## src/rtl/mem_port_arbiter.sv

```systemverilog
// mem_port_arbiter
// Shares one single-ported, synchronous-read memory between the CPU fetch
// stage (read-only) and the memory stage (read/write). The data side wins
// by default because it belongs to the older instruction. A saturating
// starvation counter hands fetch one forced grant after it has been denied
// STARVE_LIMIT cycles in a row. Read data comes back one cycle after the
// grant, and a registered tag routes it to the port that issued the read.

module mem_port_arbiter #(
    parameter int DATA_WIDTH    = 32,
    parameter int ADDRESS_WIDTH = 32,
    parameter int STARVE_LIMIT  = 4
) (
    input  logic                     clk,
    input  logic                     rst,

    input  logic                     if_req,
    input  logic [ADDRESS_WIDTH-1:0] if_addr,
    output logic                     if_gnt,
    output logic                     if_stall,
    output logic                     if_rvalid,
    output logic [DATA_WIDTH-1:0]    if_rdata,

    input  logic                     dm_req,
    input  logic                     dm_we,
    input  logic [ADDRESS_WIDTH-1:0] dm_addr,
    input  logic [DATA_WIDTH-1:0]    dm_wdata,
    output logic                     dm_gnt,
    output logic                     dm_stall,
    output logic                     dm_rvalid,
    output logic [DATA_WIDTH-1:0]    dm_rdata,

    output logic                     mem_en,
    output logic                     mem_we,
    output logic [ADDRESS_WIDTH-1:0] mem_addr,
    output logic [DATA_WIDTH-1:0]    mem_wdata,
    input  logic [DATA_WIDTH-1:0]    mem_rdata
);

    // Source of the read that is currently returning data from the memory.
    typedef enum logic [1:0] {
        SRC_NONE = 2'd0,
        SRC_IF   = 2'd1,
        SRC_DM   = 2'd2
    } respSrcT;

    localparam logic [3:0] LP_STARVE_LIMIT = 4'(STARVE_LIMIT);

    respSrcT    r_respSrc;
    logic [3:0] r_starveCnt;

    logic w_forced;
    logic w_ifGnt;
    logic w_dmGnt;

    // Pick at most one winner per cycle. Data wins by default. Once fetch
    // has starved long enough it takes priority, but only when it is actually
    // requesting, so a lone data request is never blocked. Reset suppresses
    // every grant.
    always_comb begin
        w_forced = (r_starveCnt == LP_STARVE_LIMIT);
        w_ifGnt  = ~rst & if_req & (~dm_req | w_forced);
        w_dmGnt  = ~rst & dm_req & ~w_ifGnt;
    end

    // Drive the handshake outputs and steer the winner onto the memory bus.
    // The bus reads as zero whenever no access is granted.
    always_comb begin
        if_gnt    = w_ifGnt;
        dm_gnt    = w_dmGnt;
        if_stall  = ~rst & if_req & ~w_ifGnt;
        dm_stall  = ~rst & dm_req & ~w_dmGnt;
        mem_en    = w_ifGnt | w_dmGnt;
        mem_we    = w_dmGnt & dm_we;
        mem_addr  = '0;
        mem_wdata = '0;
        if (w_ifGnt) begin
            mem_addr = if_addr;
        end else if (w_dmGnt) begin
            mem_addr  = dm_addr;
            mem_wdata = dm_wdata;
        end
    end

    // Memory read data goes to both consumers unchanged. Each consumer
    // qualifies it with its own rvalid. rvalid is masked while reset is held,
    // so a read granted just before reset never reports its data.
    always_comb begin
        if_rdata  = mem_rdata;
        dm_rdata  = mem_rdata;
        if_rvalid = ~rst & (r_respSrc == SRC_IF);
        dm_rvalid = ~rst & (r_respSrc == SRC_DM);
    end

    // Tag the access granted this cycle so its data can be routed next
    // cycle. Writes produce no response. Also track how long fetch has been
    // denied, saturating at the limit that triggers a forced fetch grant.
    always_ff @(posedge clk) begin
        if (rst) begin
            r_respSrc   <= SRC_NONE;
            r_starveCnt <= 4'd0;
        end else begin
            if (w_ifGnt) begin
                r_respSrc <= SRC_IF;
            end else if (w_dmGnt && !dm_we) begin
                r_respSrc <= SRC_DM;
            end else begin
                r_respSrc <= SRC_NONE;
            end

            if (w_ifGnt) begin
                r_starveCnt <= 4'd0;
            end else if (if_req && (r_starveCnt != LP_STARVE_LIMIT)) begin
                r_starveCnt <= r_starveCnt + 4'd1;
            end
        end
    end

endmodule

```

## config.mk

```make
export PLATFORM = sky130hd
export DESIGN_NAME = mem_port_arbiter
export DESIGN_NICKNAME = d
export VERILOG_FILES = /design/src/rtl/mem_port_arbiter.sv
export SDC_FILE = /design/constraint.sdc
export NUM_CORES = 1
export LEC_CHECK = 0
export CAP_MARGIN = 15
export CORE_AREA = 2 2 104 106
export DETAILED_ROUTE_END_ITERATION = 16
export DIE_AREA = 0 0 106 108
export HOLD_SLACK_MARGIN = 0.08
export SLEW_MARGIN = 5
export SYNTH_ARGS = -nofsm -noshare
export SYNTH_HDL_FRONTEND = slang
export SYNTH_SLANG_ARGS = --single-unit
```

## constraint.sdc

```tcl
create_clock -name clk -period 3.5 [get_ports clk]
set_input_delay 1.05 -clock clk [delete_from_list [all_inputs] [get_ports clk]]
set_output_delay 1.05 -clock clk [all_outputs]
set_load 0.1 [all_outputs]
```

### After elaboration in Yosys (flattened, before gate mapping)

Index checks and enable logic that the tools add are counted.

| word-level totals | value |
|---|---|
| register bits | 6 |
| bits of input ports | 133 |
| output and inout port bits | 136 |
| logic and storage cells | 33 |

| operators by class | value |
|---|---|
| add/subtract/negate cells | 1 |
| equality and inequality tests | 4 |
| muxes and demuxes | 6 |
| bitwise logic cells | 15 |
| reductions and logical operators | 4 |

Operator list:

| kind | number |
|---|---|
| 32-bit two-way mux | 4 |
| 1-bit bitwise AND | 9 |
| 4-bit by 1-bit adder with 4-bit output, second input constant | 1 |
| 4-bit by 3-bit equality test with 1-bit output, second input constant | 1 |
| 4-bit by 3-bit inequality test with 1-bit output, second input constant | 1 |
| 1-bit NOT | 4 |
| 2-bit by 1-bit equality test with 1-bit output, second input constant | 1 |
| 2-bit equality test, second input constant | 1 |
| 1-bit logical AND | 2 |
| 2-bit two-way mux | 1 |
| 1-bit OR | 2 |
| 2-bit OR reduction | 1 |
| 1-bit zero test | 1 |
| 1-bit two-way mux | 1 |

### Logic depth before layout (Yosys ltp)

Gate-level depths: netlist (run 1).

| depth | value |
|---|---|
| depth after elaboration | 8 |
| depth in mapped cells | 8 |
| mapped depth without buffers | 5 |

### Least setup slack after synthesis (run 1)

Ideal clock, no wire load.

| timing | value |
|---|---|
| path kind | input -> output |
| start | input rst |
| end | output dm_rvalid |
| arrival time | 3.473 ns |
| required time | 2.450 ns |
| setup slack | -1.023 ns |
| cell stages on the path | 2 |
| path buffers | 1 |
| path through | clkbuf_1 -> nor3b_1 |

| between the ends | value |
|---|---|
| word-level cells in the longest chain between the ends | 2 |

RTL lines:

| what | line | source |
|---|---|---|
| start, declared | 15 | `input logic rst,` |
| 1-bit NOT | 92 | `dm_rvalid = ~rst & (r_respSrc == SRC_DM);` |
| 1-bit bitwise AND | 92 |  |
| end, declared | 30 | `output logic dm_rvalid,` |

No other way between the ends.

### Worst setup path after layout (run 1)

| timing | value |
|---|---|
| start | input dm_req |
| end | output mem_addr[30] |

| between the ends | value |
|---|---|
| word-level cells in the longest chain between the ends | 7 |
| elaborated cells on any way between the ends | 8 |
| those cells by class | mux (2); bitwise (6) |

RTL lines:

| what | line | source |
|---|---|---|
| start, declared | 24 | `input logic dm_req,` |
| 1-bit NOT | 62 | `w_ifGnt = ~rst & if_req & (~dm_req \| w_forced);` |
| 1-bit OR | 62 |  |
| 1-bit bitwise AND | 62 |  |
| 1-bit NOT | 63 | `w_dmGnt = ~rst & dm_req & ~w_ifGnt;` |
| 1-bit bitwise AND | 63 |  |
| 32-bit two-way mux | 79 | `end else if (w_dmGnt) begin` |
| 32-bit two-way mux (*) | 77 | `if (w_ifGnt) begin` |
| end, declared | 35 | `output logic [ADDRESS_WIDTH-1:0] mem_addr,` |

Mark *: on every way between the ends. The rest lies on a longest branch, timed or not.

==> results.toml, run 1 <==
[setup_path]
crit_fanout = 17
startpoint_type = "input port"
critPathKind = "input port to output pin"
reg2reg_depth = 6
arrival_ns = 2.35
worstReg2RegStart = "r_starveCnt[0]$_SDFFE_PP0P_"
end_kind = "output pin"
rr_endpoint = "r_respSrc[1]$_SDFF_PP0_"
required_ns = 2.45
reg2reg_slack_ns = 1.88

[cells_and_area]
drive_gt1_share_pct = 54.3
fin_util_pct = 36.8
num-nets-final = 430
antenna_cells = 0
area_growth_pct = 165

[hold_path]
worstHoldPathCells = 2
hp-start = "r_starveCnt[0]$_SDFFE_PP0P_"
min_to = "r_starveCnt[0]$_SDFFE_PP0P_"
min_path_type = "flip-flop to flip-flop"

[place]
dp.final_hpwl_um = 5160
place_congestion = 0.662
numPortBuffers = 172

[flow_run]
cap_violations = 0

[yosys]
synth_area_um2 = 1420
synth_top_area_share_pct = 35.9
ys_seq_elements = 6
synth_area_leaders = "buf_4 (36%), a22o_1 (20%), and2_1 (15%)"
synthXorXnorAreaFrac_pct = 0
avgSynthCellArea_um2 = 7.69
synth_top_family_by_area = "buffers and inverters"
syn_nets = 320
ys_seq_area_share_pct = 8.44
yosysUniqueCellTypes = 26
synth_compound_area_share_pct = 24.5
syn_inst = 185
synth_warnings = 0
synth_top_area_cell = "buf_4"
muxShareOfSynthArea_pct = 0.792
synthAdderAreaFrac_pct = 1.76
synthSimpleGateAreaFrac_pct = 22.5

[floorplanning]
dieArea_um2 = 11400
rows = 37
die-height_um = 108
io_pins = 269
start_util_pct = 13.9
die_w_um = 106
core_area_um2 = 10200

[detailed_routing]
drtIter0Drc = 44
wl_per_cell_um = 14.4
route.vias.total = 1691
via_per_inst = 3.94
drt-total-wl_um = 6160
drt-pass1-iter-count = 4
antenna_left = 0
drc = 0

[sta]
drv_slew = 0
min_period_ns = 3.40
rsz0062_at_grt = "no"
worstMarginPinSlew_ns = 0.344
clock.fmax_ghz = 0.294
hold_viol_final = 0
relSlewSlack_pct = 77.1
fin_skew_ns = 0.00344
setup_viol = 0
timing.final.crit_share_pct = 97.2

[power]
ir_drop_uv = 90.5
total_power_uw = 868
power.density_nw_per_um2 = 231
p_leak_nw = 1.53

[status]
outcome = "finished clean"

[global_route]
grt_pass1_vias = 1809
grt_util_all_layers_pct = 9.93
antenna_found_initial = 0
grt_max_degree = 38
grt.overflow.total = 0
grt_pass1_wl_um = 9260

[clocking]
post_cts_buffers = 0
cts_root_buf = "clkbuf_8"
clk_latency_ns = 0.22
clockBufferDepth = 2
clkSinkCount = 6
cts_tree = "built"
h-tree-depth = 1
cts_buffers = 3
cts.reportedPaths.clkPinSlew_ns = 0.04
## cells in the final DEF, fill, tap and decap left out, types with 3 or more instances in the layout
cell / netlist / layout
clkbuf_8: 0 / 3
nand3_1: 3 / 3
and2_2: 0 / 25
a21oi_1: 3 / 3
buf_4: 68 / 8
inv_1: 4 / 4
nor2b_1: 3 / 3
a22o_2: 0 / 32
dfxtp_1: 6 / 6
buf_12: 0 / 75
nand2b_1: 3 / 3
clkdlybuf4s50_1: 0 / 97
and2_4: 0 / 9
## logic make-up after synthesis
kind of cell,Yosys count
flops,6
compound gates,41
buf+inv,83
fa+ha+maj,2
simple gates,52
mux,1
## synthesized netlist by cell type (all sizes together)
| cell type | number |
|---|---|
| dfxtp | 6 |
| nor3 | 1 |
| or3 | 1 |
| nor3b | 2 |
| ha | 2 |
| clkbuf | 6 |
| o22ai | 1 |
| nor2 | 2 |
| o211a | 2 |
| nor2b | 3 |
| a31oi | 1 |
| a2111o | 1 |
| nand3 | 3 |
| nand4b | 1 |
| and2 | 34 |
| a22o | 32 |
| nand2 | 1 |
| inv | 4 |
| mux2 | 1 |
| nand2b | 3 |
| and3b | 1 |
| buf | 73 |
| a21oi | 4 |
## report_power, final
group          switching, mW  internal, mW
clock                 0.0300        0.0739
sequential           0.00156        0.0707
combinational          0.390         0.302
## final cells by class
cell class              count  area (um2)
inverters                   4        15.0
repair buffers            184        2590
fillers                  1007        6460
clock buffers               3        41.3
flip-flops and latches      6         120
multi-input cells          96         828
well taps                 136         170
## how the worst max path moves through the flow
stage,slack [ns],cells past startpoint,from,endpoint
6_report,0.1,6,dm_req,mem_addr[30]
5_1_grt,0.03,6,dm_req,mem_addr[30]
4_1_cts,0.06,6,dm_req,mem_addr[7]
3_5_place_dp,-0.09,6,dm_req,mem_addr[19]
3_3_place_gp,-0.07,6,dm_req,mem_addr[19]
2_1_floorplan,-0.17,3,if_req,mem_en
## worst max-delay path, stage by stage
cell	delay [ns]
clkdlybuf4s15_1	0.21
inv_1	0.07
o211a_4	0.27
bufbuf_16	0.29
a22o_2	0.28
buf_12	0.17
## stage by stage
stage	cells	setup TNS (ns)	instance area, um2	setup slack (ns)	hold WS, ns
3_3_place_gp	425	-2.88	3690	-0.0655	0.504
6_report	429	0	3770	0.0987	0.513
3_5_place_dp	425	-3.51	3690	-0.0864	0.514
5_1_grt	429	0	3770	0.0315	0.563
4_1_cts	429	0	3770	0.0556	0.519
2_1_floorplan	185	-0.428	1540	-0.170	0.484
## flip-flops by register name (all words and copies together) (netlist names)
| name | flops |
|---|---|
| r_starveCnt | 4 |
| r_respSrc | 2 |
## per-layer routing
metal	vias up	global-route usage, %	wire length, um
met5	-	0	0
met4	0	4.51	221
met3	27	3.92	781
met2	137	18.2	3130
met1	745	9.94	2040
li1	782	-	-
## timing repair
item,in CTS,in global routing
cloned,1,0
hold buffers,0,0
setup endpoints to repair,66,3
resized for setup,4,1
(Power assumes the default switching activity.)
==> run 2: changes to the inputs <==
SETUP_SLACK_MARGIN = 0.02   (was unset)
==> results of run 2 <==
Final layout, timing and power as in run 1 (identical DEF).
